[src/rtl/basic_soc_trap_csr_pkg.sv]
// Shared CSR addresses, CSR operation encoding and address decode helper.
package basic_soc_trap_csr_pkg;

    localparam logic [11:0] CSR_MSTATUS   = 12'h300;
    localparam logic [11:0] CSR_MISA      = 12'h301;
    localparam logic [11:0] CSR_MIE       = 12'h304;
    localparam logic [11:0] CSR_MTVEC     = 12'h305;
    localparam logic [11:0] CSR_MSCRATCH  = 12'h340;
    localparam logic [11:0] CSR_MEPC      = 12'h341;
    localparam logic [11:0] CSR_MCAUSE    = 12'h342;
    localparam logic [11:0] CSR_MTVAL     = 12'h343;
    localparam logic [11:0] CSR_MIP       = 12'h344;
    localparam logic [11:0] CSR_MVENDORID = 12'hF11;
    localparam logic [11:0] CSR_MARCHID   = 12'hF12;
    localparam logic [11:0] CSR_MIMPID    = 12'hF13;
    localparam logic [11:0] CSR_MHARTID   = 12'hF14;

    // RV32I only: MXL=1 in the top bits, extension bit 8 (I)
    localparam logic [31:0] MISA_VALUE = 32'h4000_0100;

    // csr_op carries funct3[1:0] of the CSR instruction
    typedef enum logic [1:0] {
        CSR_OP_NONE = 2'b00,
        CSR_OP_RW   = 2'b01,
        CSR_OP_RS   = 2'b10,
        CSR_OP_RC   = 2'b11
    } csr_op_e;

    // True for every address this CSR file answers to
    function automatic logic csr_implemented(input logic [11:0] addr);
        case (addr)
            CSR_MSTATUS, CSR_MISA, CSR_MIE, CSR_MTVEC, CSR_MSCRATCH,
            CSR_MEPC, CSR_MCAUSE, CSR_MTVAL, CSR_MIP, CSR_MVENDORID,
            CSR_MARCHID, CSR_MIMPID, CSR_MHARTID: csr_implemented = 1'b1;
            default:                               csr_implemented = 1'b0;
        endcase
    endfunction

endpackage

[src/rtl/basic_soc_trap_csr.sv]
// Machine-mode CSR file plus trap entry / MRET state handling for the
// basic_soc RV32 core. Reads are combinational (pre-write value); all state
// updates happen in one clocked block with priority reset > trap > mret > write.
module basic_soc_trap_csr
    import basic_soc_trap_csr_pkg::*;
#(
    parameter int               XLEN    = 32,
    parameter logic [XLEN-1:0]  HART_ID = '0
) (
    input  logic            clk,
    input  logic            rst,
    input  logic            csr_valid,
    input  logic [1:0]      csr_op,
    input  logic [11:0]     csr_addr,
    input  logic [XLEN-1:0] csr_wdata,
    input  logic            csr_src_zero,
    output logic [XLEN-1:0] csr_rdata,
    output logic            csr_illegal,
    input  logic            trap_valid,
    input  logic [XLEN-1:0] trap_cause,
    input  logic [XLEN-1:0] trap_pc,
    input  logic [XLEN-1:0] trap_tval,
    output logic [XLEN-1:0] trap_target,
    input  logic            mret_valid,
    output logic [XLEN-1:0] mret_target
);

    logic            mstatus_mie_reg;
    logic            mstatus_mpie_reg;
    logic [XLEN-1:0] mie_reg;
    logic [XLEN-1:0] mtvec_reg;
    logic [XLEN-1:0] mscratch_reg;
    logic [XLEN-1:0] mepc_reg;
    logic [XLEN-1:0] mcause_reg;
    logic [XLEN-1:0] mtval_reg;

    logic [XLEN-1:0] mstatus_view;
    logic [XLEN-1:0] csr_wdata_next;
    logic            write_attempt;
    logic            write_en;

    // Low two bits of mtvec/mepc are hardwired zero (direct mode, aligned PC)
    localparam logic [XLEN-1:0] ALIGN_MASK = ~(XLEN'(3));

    // Assemble the visible mstatus: MPP fixed at M-mode, only MIE/MPIE live
    always_comb begin
        mstatus_view        = '0;
        mstatus_view[12:11] = 2'b11;
        mstatus_view[7]     = mstatus_mpie_reg;
        mstatus_view[3]     = mstatus_mie_reg;
    end

    // Read mux, legality check and read-modify-write value
    always_comb begin
        csr_rdata = '0;
        case (csr_addr)
            CSR_MSTATUS:  csr_rdata = mstatus_view;
            CSR_MISA:     csr_rdata = XLEN'(MISA_VALUE);
            CSR_MIE:      csr_rdata = mie_reg;
            CSR_MTVEC:    csr_rdata = mtvec_reg;
            CSR_MSCRATCH: csr_rdata = mscratch_reg;
            CSR_MEPC:     csr_rdata = mepc_reg;
            CSR_MCAUSE:   csr_rdata = mcause_reg;
            CSR_MTVAL:    csr_rdata = mtval_reg;
            CSR_MHARTID:  csr_rdata = HART_ID;
            default:      csr_rdata = '0;
        endcase

        // RS/RC with rs1=x0 / zimm=0 are pure reads and may target RO CSRs
        write_attempt = (csr_op == CSR_OP_RW) ||
                        (((csr_op == CSR_OP_RS) || (csr_op == CSR_OP_RC)) && !csr_src_zero);

        csr_illegal = csr_valid &&
                      (!csr_implemented(csr_addr) ||
                       ((csr_addr[11:10] == 2'b11) && write_attempt));

        write_en = csr_valid && write_attempt && !csr_illegal;

        case (csr_op)
            CSR_OP_RW: csr_wdata_next = csr_wdata;
            CSR_OP_RS: csr_wdata_next = csr_rdata | csr_wdata;
            CSR_OP_RC: csr_wdata_next = csr_rdata & ~csr_wdata;
            default:   csr_wdata_next = csr_rdata;
        endcase
    end

    assign trap_target = mtvec_reg & ALIGN_MASK;
    assign mret_target = mepc_reg;

    // State update: reset beats trap, trap beats mret, mret beats CSR write
    always_ff @(posedge clk) begin
        if (!rst) begin
            mstatus_mie_reg  <= 1'b0;
            mstatus_mpie_reg <= 1'b0;
            mie_reg          <= '0;
            mtvec_reg        <= '0;
            mscratch_reg     <= '0;
            mepc_reg         <= '0;
            mcause_reg       <= '0;
            mtval_reg        <= '0;
        end else if (trap_valid) begin
            // Faulting instruction never commits, so its CSR write is dropped
            mepc_reg         <= trap_pc & ALIGN_MASK;
            mcause_reg       <= trap_cause;
            mtval_reg        <= trap_tval;
            mstatus_mpie_reg <= mstatus_mie_reg;
            mstatus_mie_reg  <= 1'b0;
        end else if (mret_valid) begin
            mstatus_mie_reg  <= mstatus_mpie_reg;
            mstatus_mpie_reg <= 1'b1;
        end else if (write_en) begin
            case (csr_addr)
                CSR_MSTATUS: begin
                    mstatus_mie_reg  <= csr_wdata_next[3];
                    mstatus_mpie_reg <= csr_wdata_next[7];
                end
                CSR_MIE:      mie_reg      <= csr_wdata_next;
                CSR_MTVEC:    mtvec_reg    <= csr_wdata_next & ALIGN_MASK;
                CSR_MSCRATCH: mscratch_reg <= csr_wdata_next;
                CSR_MEPC:     mepc_reg     <= csr_wdata_next & ALIGN_MASK;
                CSR_MCAUSE:   mcause_reg   <= csr_wdata_next;
                CSR_MTVAL:    mtval_reg    <= csr_wdata_next;
                default:      ;
            endcase
        end
    end

endmodule

[config.mk]
export PLATFORM = sky130hd
export DESIGN_NAME = basic_soc_trap_csr
export DESIGN_NICKNAME = d
export VERILOG_FILES = /design/src/rtl/basic_soc_trap_csr_pkg.sv /design/src/rtl/basic_soc_trap_csr.sv
export SDC_FILE = /design/constraint.sdc
export NUM_CORES = 1
export LEC_CHECK = 0
export CORE_ASPECT_RATIO = 0.75
export CORE_MARGIN = 2
export CORE_UTILIZATION = 50
export CTS_CLUSTER_SIZE = 28
export DETAILED_ROUTE_END_ITERATION = 8
export MAX_ROUTING_LAYER = met4
export PLACE_DENSITY = 0.89
export SYNTH_ARGS = -nofsm -noshare
export SYNTH_HDL_FRONTEND = slang
export SYNTH_SLANG_ARGS = --single-unit
[constraint.sdc]
create_clock -name clk -period 6.5 [get_ports clk]
set_clock_uncertainty 0.1 [all_clocks]
set_input_delay 1.3 -clock clk [delete_from_list [all_inputs] [get_ports clk]]
set_output_delay 1.3 -clock clk [all_outputs]
set_load 0.01 [all_outputs]
==> qor.yml, run 1 <==
die:
  dieHeight_um: 138
  core_um2: 23800
  die_w_um: 183
  dieArea_um2: 25400
  boundaryPins: 245
  initial_core_util_pct: 50.5
  rows: 49
yosys:
  synth_top_cells_by_area: "dfxtp_1 32%, o21ai_0 8.9%, a21oi_1 8.4%"
  synth-edff-count: 0
  synth_seq_cells: 190
  synth-warning-count: 0
  yosysUniqueCellTypes: 66
  synthFlopType: "dfxtp_1"
  synth_top_area_cell: "dfxtp_1"
  synth.yosys.seq_area_share_pct: 31.6
  synthCells: 1626
  syn_area_um2: 12100
  async_reset_ff_share_pct: 0
  synth.top_cell.area_share_pct: 31.6
  syn_area_per_cell_um2: 7.41
routing:
  first_iter_violations: 2538
  wire_per_inst_um: 25.3
  m1WireLength_um: 19900
  dr.pass1.iters: 7
  dr_wl_met3_um: 9180
  wl_met2_um: 20500
  vias_per_cell: 7.17
  drc: 0
  wirelength_um: 52300
  dr.max_layer_used: "met4"
  vias: 14800
  antenna_left: 0
sta:
  period_minus_slack_ns: 5.65
  hold_viol_final: 0
  fin_crit_sh_pct: 86.9
  finalSetupViolCount: 0
  slew_violations: 0
  grt_setup_unrepaired: "no"
  slew_headroom_pct: 7.90
  max_freq_mhz: 177
  max_slew.worst_pin.slew_ns: 1.38
  tns_ns: 0
clocking:
  clkSinkCount: 190
  cts_buffers: 17
  cts_hold_buffers: 0
  cts.repair.resized: 0
  cts_root_buf: "clkbuf_16"
  clockBufferDepth: 2
  cts_tree: "done"
  clkTransAtPathRegs_ns: 0.07
  h-tree-depth: 4
  post_cts_buffers: 0
  clock_latency_ns: 0.44
pwr:
  p_per_area_nw_per_um2: 189
  p_leak_nw: 4.91
  vdd_ir_drop_max_v: 0.000208
worst_setup_path:
  reg2reg_from: "mtvec_reg[7]"
  worstPathRequired_ns: 5.10
  path_max_fanout: 21
  worstReg2RegEnd: "mscratch_reg[7]"
  endpoint_kind: "output port"
  start_kind: "input port"
  reg2reg_setup_slack_ns: 4.41
  worstPathArrival_ns: 4.25
  crit_type: "input port to output port"
  ff2ff_path_depth: 5
finish:
  synthToLayoutAreaGrowth_pct: 24.9
  layout.nets: 1893
  post-route-util_pct: 63.1
  fillers: 2016
  drive_above_1_share_pct: 6.88
min_path:
  hold_end: "mscratch_reg[31]"
  min_path_cells: 2
  hp-class: "flop to flop"
  min-delay-start: "mscratch_reg[31]"
global_routing:
  grt_max_degree: 95
  grt_pass1_vias: 13300
  globalRouteOverflowTotal: 0
  track_usage_pct: 40.5
  grt_pass1_wl_um: 77100
  antenna_found_initial: 1
place:
  port_buffers: 238
  dp_hpwl_um: 34700
  place_congestion: 1.01
status:
  outcome: "complete, no violations"
job:
  cap_violations: 0
## critical path: stages
cell             delay [ns]
clkdlybuf4s50_1        0.51
or4_4                  0.70
nor4_4                 0.57
buf_12                 0.28
a22o_1                 0.18
or2_2                  0.13
clkdlybuf4s50_1        0.56
## power breakdown
part	leakage [nW]	internal [mW]	switching, mW
registers	1.55	1.20	0.0323
clock network	0.283	0.619	0.493
logic	3.07	0.199	0.297
## layout make-up
| cell class | instances | area, um2 | share of cell area (%) |
|---|---|---|---|
| sequential | 190 | 3800 | 25.3 |
| clock buffer | 20 | 447 | 2.97 |
| tap | 306 | 383 | 2.54 |
| inverter | 8 | 30.0 | 0.199 |
| antenna | 1 | 2.50 | 0.0166 |
| multi-input combinational | 1250 | 7530 | 50.1 |
| clock inverter | 12 | 156 | 1.04 |
| timing repair buffer | 278 | 2700 | 17.9 |
## per-layer routing
layer,GRT usage (%),vias up
met5,-,-
met4,17.6,0
met3,16.0,284
met2,54.2,1412
met1,53.4,6797
li1,-,6311
## worst max-delay path by stage
stage               cells after the start       endpoint         from  slack (ns)
CTS                                     7   csr_rdata[2]  csr_addr[5]        0.94
floorplan                               5  csr_rdata[21]  csr_addr[5]        2.23
finish                                  7  csr_rdata[28]  csr_addr[4]        0.85
global placement                        7  csr_rdata[25]  csr_addr[5]        0.95
global route                            7  csr_rdata[28]  csr_addr[5]        0.81
detailed placement                      7  csr_rdata[25]  csr_addr[5]        0.94
## kinds of logic (layout without fill, tap and decap cells)
logic type,after synthesis,count (layout),synth area share (%)
mux,36,36,3.04
flops,190,190,31.6
xor+xnor,32,32,2.33
compound gates,647,647,32.1
buf+inv,189,318,6.40
simple gates,531,531,24.5
other cells,1,5,0.0311
## cell usage after synthesis (25+ instances only)
master    number
a211oi_1      26
a21oi_1      202
and2_1        35
buf_1         26
buf_2         25
clkbuf_1     123
dfxtp_1      190
mux2i_1       31
nand2_1       70
nand3_1       96
nand3b_1      59
nand4_1       27
nor2_1        66
nor3_1        55
nor4_1        52
o21a_1        26
o21ai_0      214
o31ai_1       47
## metrics by stage
step | hold slack (ns) | std cells | power, mW | area [um2] | setup WS (ns)
floorplan | 0.328 | 1629 | 1.51 | 12100 | 2.23
global placement | 0.337 | 2032 | 1.72 | 14400 | 0.948
detailed placement | 0.351 | 2032 | 1.73 | 14400 | 0.944
CTS | 0.360 | 2064 | 2.81 | 15100 | 0.937
global route | 0.377 | 2065 | 2.91 | 15100 | 0.808
finish | 0.362 | 2065 | 2.84 | 15100 | 0.851
## layout by cell type, fill, tap and decap left out, types with 20 or more instances in the layout
master           count
mux2i_1             31
nor2_1              66
nand3b_1            59
o221ai_1            24
o21a_1              26
o21ai_0            214
or2_2               24
nor4_1              52
a211oi_1            26
nor3_1              55
dfxtp_1            190
nand2_1             70
xor2_1              20
o31ai_1             47
nand4_1             27
a22o_1              23
clkdlybuf4s50_1    232
buf_4               40
o21ai_1             22
nand3_1             96
and2_1              35
a21oi_1            202
(Power assumes the default switching activity.)
==> run 2: changes to the inputs <==
--- a/config.mk
+++ b/config.mk
@@ -6,12 +6,13 @@
 export NUM_CORES = 1
 export LEC_CHECK = 0
 export CORE_ASPECT_RATIO = 0.75
-export CORE_MARGIN = 2
+export CORE_MARGIN = 3
 export CORE_UTILIZATION = 50
 export CTS_CLUSTER_SIZE = 28
 export DETAILED_ROUTE_END_ITERATION = 8
 export MAX_ROUTING_LAYER = met4
 export PLACE_DENSITY = 0.89
+export REMOVE_ABC_BUFFERS = 1
 export SYNTH_ARGS = -nofsm -noshare
 export SYNTH_HDL_FRONTEND = slang
 export SYNTH_SLANG_ARGS = --single-unit
==> qor.yml, run 2 (synthesized netlist as in run 1, its figures left out) <==
worst_setup_path:
  cp_top_family: "buffers and inverters"
  timing.critical_path.cells: "clkdlybuf4s50_1 -> nand4bb_4 -> buf_4 -> a211oi_1 -> o21a_1 -> or2_2 -> clkdlybuf4s50_1"
  crit_path_max_incr_delay_ns: 0.57  # -0.13 ns
  cpMostUsedCell: "clkdlybuf4s50_1"
  endpoint_kind: "output port"
  start_kind: "input port"
  crit_type: "input port to output port"
  cp_num_buf_inv: 3  # unchanged
  worstPathArrival_ns: 4.17  # -0.08 ns
  path_max_fanout: 22  # +4.8%
  slowest_stage: "nand4bb_4"
  ff2ff_path_depth: 5  # unchanged
  cp.depth: 7  # unchanged
  worstPathRequired_ns: 5.10  # about the same
pwr:
  p_per_area_nw_per_um2: 183  # -3.2%
  p_leak_nw: 4.87  # -0.82%
  power_frac_seq_pct: 45.0  # +1.5 points
  combPwrFrac_pct: 17.3  # about the same
  vdd_ir_drop_max_v: 0.000195  # -6.6%
  switching_share_pct: 27.8  # -1.1 points
  p_switching_uw: 762  # -7.3%
  p_clk_share_pct: 37.7  # -1.4 points
  total_power_mw: 2.74  # -3.7%
  p_int_mw: 1.98  # -2.3%
finish:
  post-route-util_pct: 64.1  # +0.94 points
  layout.nets: 1890  # -0.16%
  final_area_um2: 15000  # -0.58%
  layout.cells.most_common: "clkdlybuf4s50_1"
  final_cell_mix: "232 x clkdlybuf4s50_1, 214 x o21ai_0, 202 x a21oi_1, 190 x dfxtp_1, 95 x nand3_1"
  final_cells: 2054  # -0.53%
  drive_above_1_share_pct: 6.74  # -0.15 points
  synthToLayoutAreaGrowth_pct: 24.2
global_routing:
  track_usage_pct: 36.3  # -4.2 points
  globalRouteOverflowTotal: 0  # unchanged
  grt_pass1_wl_um: 73300  # -4.9%
  antenna_found_initial: 2  # +1
  grt_max_degree: 98  # +3.2%
  grt_pass1_vias: 13900  # +4.9%
clocking:
  clkSinkCount: 190  # unchanged
  cts_buffers: 17  # unchanged
  cts_tree: "done"
  clkTransAtPathRegs_ns: 0.07  # about the same
  clockBufferDepth: 2  # unchanged
  cts_root_buf: "clkbuf_16"
  clock_latency_ns: 0.44  # about the same
  cts_hold_buffers: 0  # unchanged
  cts.repair.resized: 0  # unchanged
  post_cts_buffers: 0  # unchanged
  h-tree-depth: 4  # unchanged
min_path:
  min_path_cells: 2  # unchanged
  hp-class: "flop to flop"
job:
  cap_violations: 0  # unchanged
place:
  dpl_cell_area_um2: 14400  # -0.32%
  place_congestion: 0.922  # -9.1%
  placedCellCount: 2023  # -0.44%
  dp_hpwl_um: 29700  # -14%
  dp_slack_ns: 0.987  # +0.0431 ns
  port_buffers: 238  # unchanged
sta:
  finalSetupViolCount: 0  # unchanged
  grt_setup_unrepaired: "no"
  slew_headroom_pct: 18.5  # +11 points
  max_slew.worst_pin.slew_ns: 1.22  # -0.159 ns
  slew_violations: 0  # unchanged
  fin_crit_sh_pct: 85.7  # -1.2 points
  max_freq_mhz: 180  # +1.4%
  setup_ws_ns: 0.930  # +0.0793 ns
  hold_viol_final: 0  # unchanged
  period_minus_slack_ns: 5.57  # -0.0793 ns
routing:
  vias_per_cell: 7.05  # -1.7%
  dr.pass1.iters: 7  # unchanged
  drc: 0  # unchanged
  first_iter_violations: 2138  # -16%
  antenna_left: 0  # unchanged
  vias: 14500  # -2.2%
  wirelength_um: 47800  # -8.6%
  wire_per_inst_um: 23.3  # -8.1%
die:
  dieArea_um2: 26000  # +2.6%
  rows: 48  # -2.0%
  die_w_um: 185  # +1.1%
  dieHeight_um: 140  # +1.4%
  initial_core_util_pct: 51.6  # +1.1 points
  core_um2: 23400  # -2.0%
  boundaryPins: 245  # unchanged
status:
  outcome: "complete, no violations"
-- run 2: worst paths after layout --
check	startpoint	endpoint	slack [ns]
worst max-delay path	csr_addr[10]	csr_rdata[27]	0.93
worst min-delay path	mscratch_reg[31]	mscratch_reg[31]	0.36
worst max register to register	mtvec_reg[3]	mstatus_mie_reg	4.48
worst min register to register	mscratch_reg[31]	mscratch_reg[31]	0.36
-- run 2: power by group through the flow --
stage | combinational, mW | clock (mW) | sequential (mW)
after floorplan | 0.191 | 0 | 1.26
after CTS | 0.458 | 1.02 | 1.23
final | 0.473 | 1.03 | 1.23
after global placement | 0.442 | 0 | 1.26
after global routing | 0.503 | 1.07 | 1.24
after detailed placement | 0.455 | 0 | 1.26
-- run 2: through the flow --
step	hold WS [ns]	TNS (ns)
finish	0.356	0
global route	0.379	0
CTS	0.355	0
detailed placement	0.346	0
global placement	0.337	0
floorplan	0.328	-63.97
-- run 2: metal layers --
layer,up-vias,share of wire [%],global-route usage [%]
met5,-,0,-
met4,0,5.1,18.5
met3,257,15,6.85
met2,1240,43,54.4
met1,6663,37,46.7
li1,6312,-,-
-- run 2: cell type report --
type	count	area [um2]
fill	1949	8400
clock buffer	24	502
inverter	8	30.0
antenna	2	5.00
timing repair buffer	275	2650
tap	300	375
sequential	190	3800
multi-input combinational	1250	7540
clock inverter	5	57.6
-- run 2: worst reg2reg max path: stages (launching register included) --
cell	delay, ns
dfxtp_1	0.39
mux2i_1	0.11
or3_1	0.36
a311oi_2	0.51
o21ai_0	0.18
a221oi_1	0.28
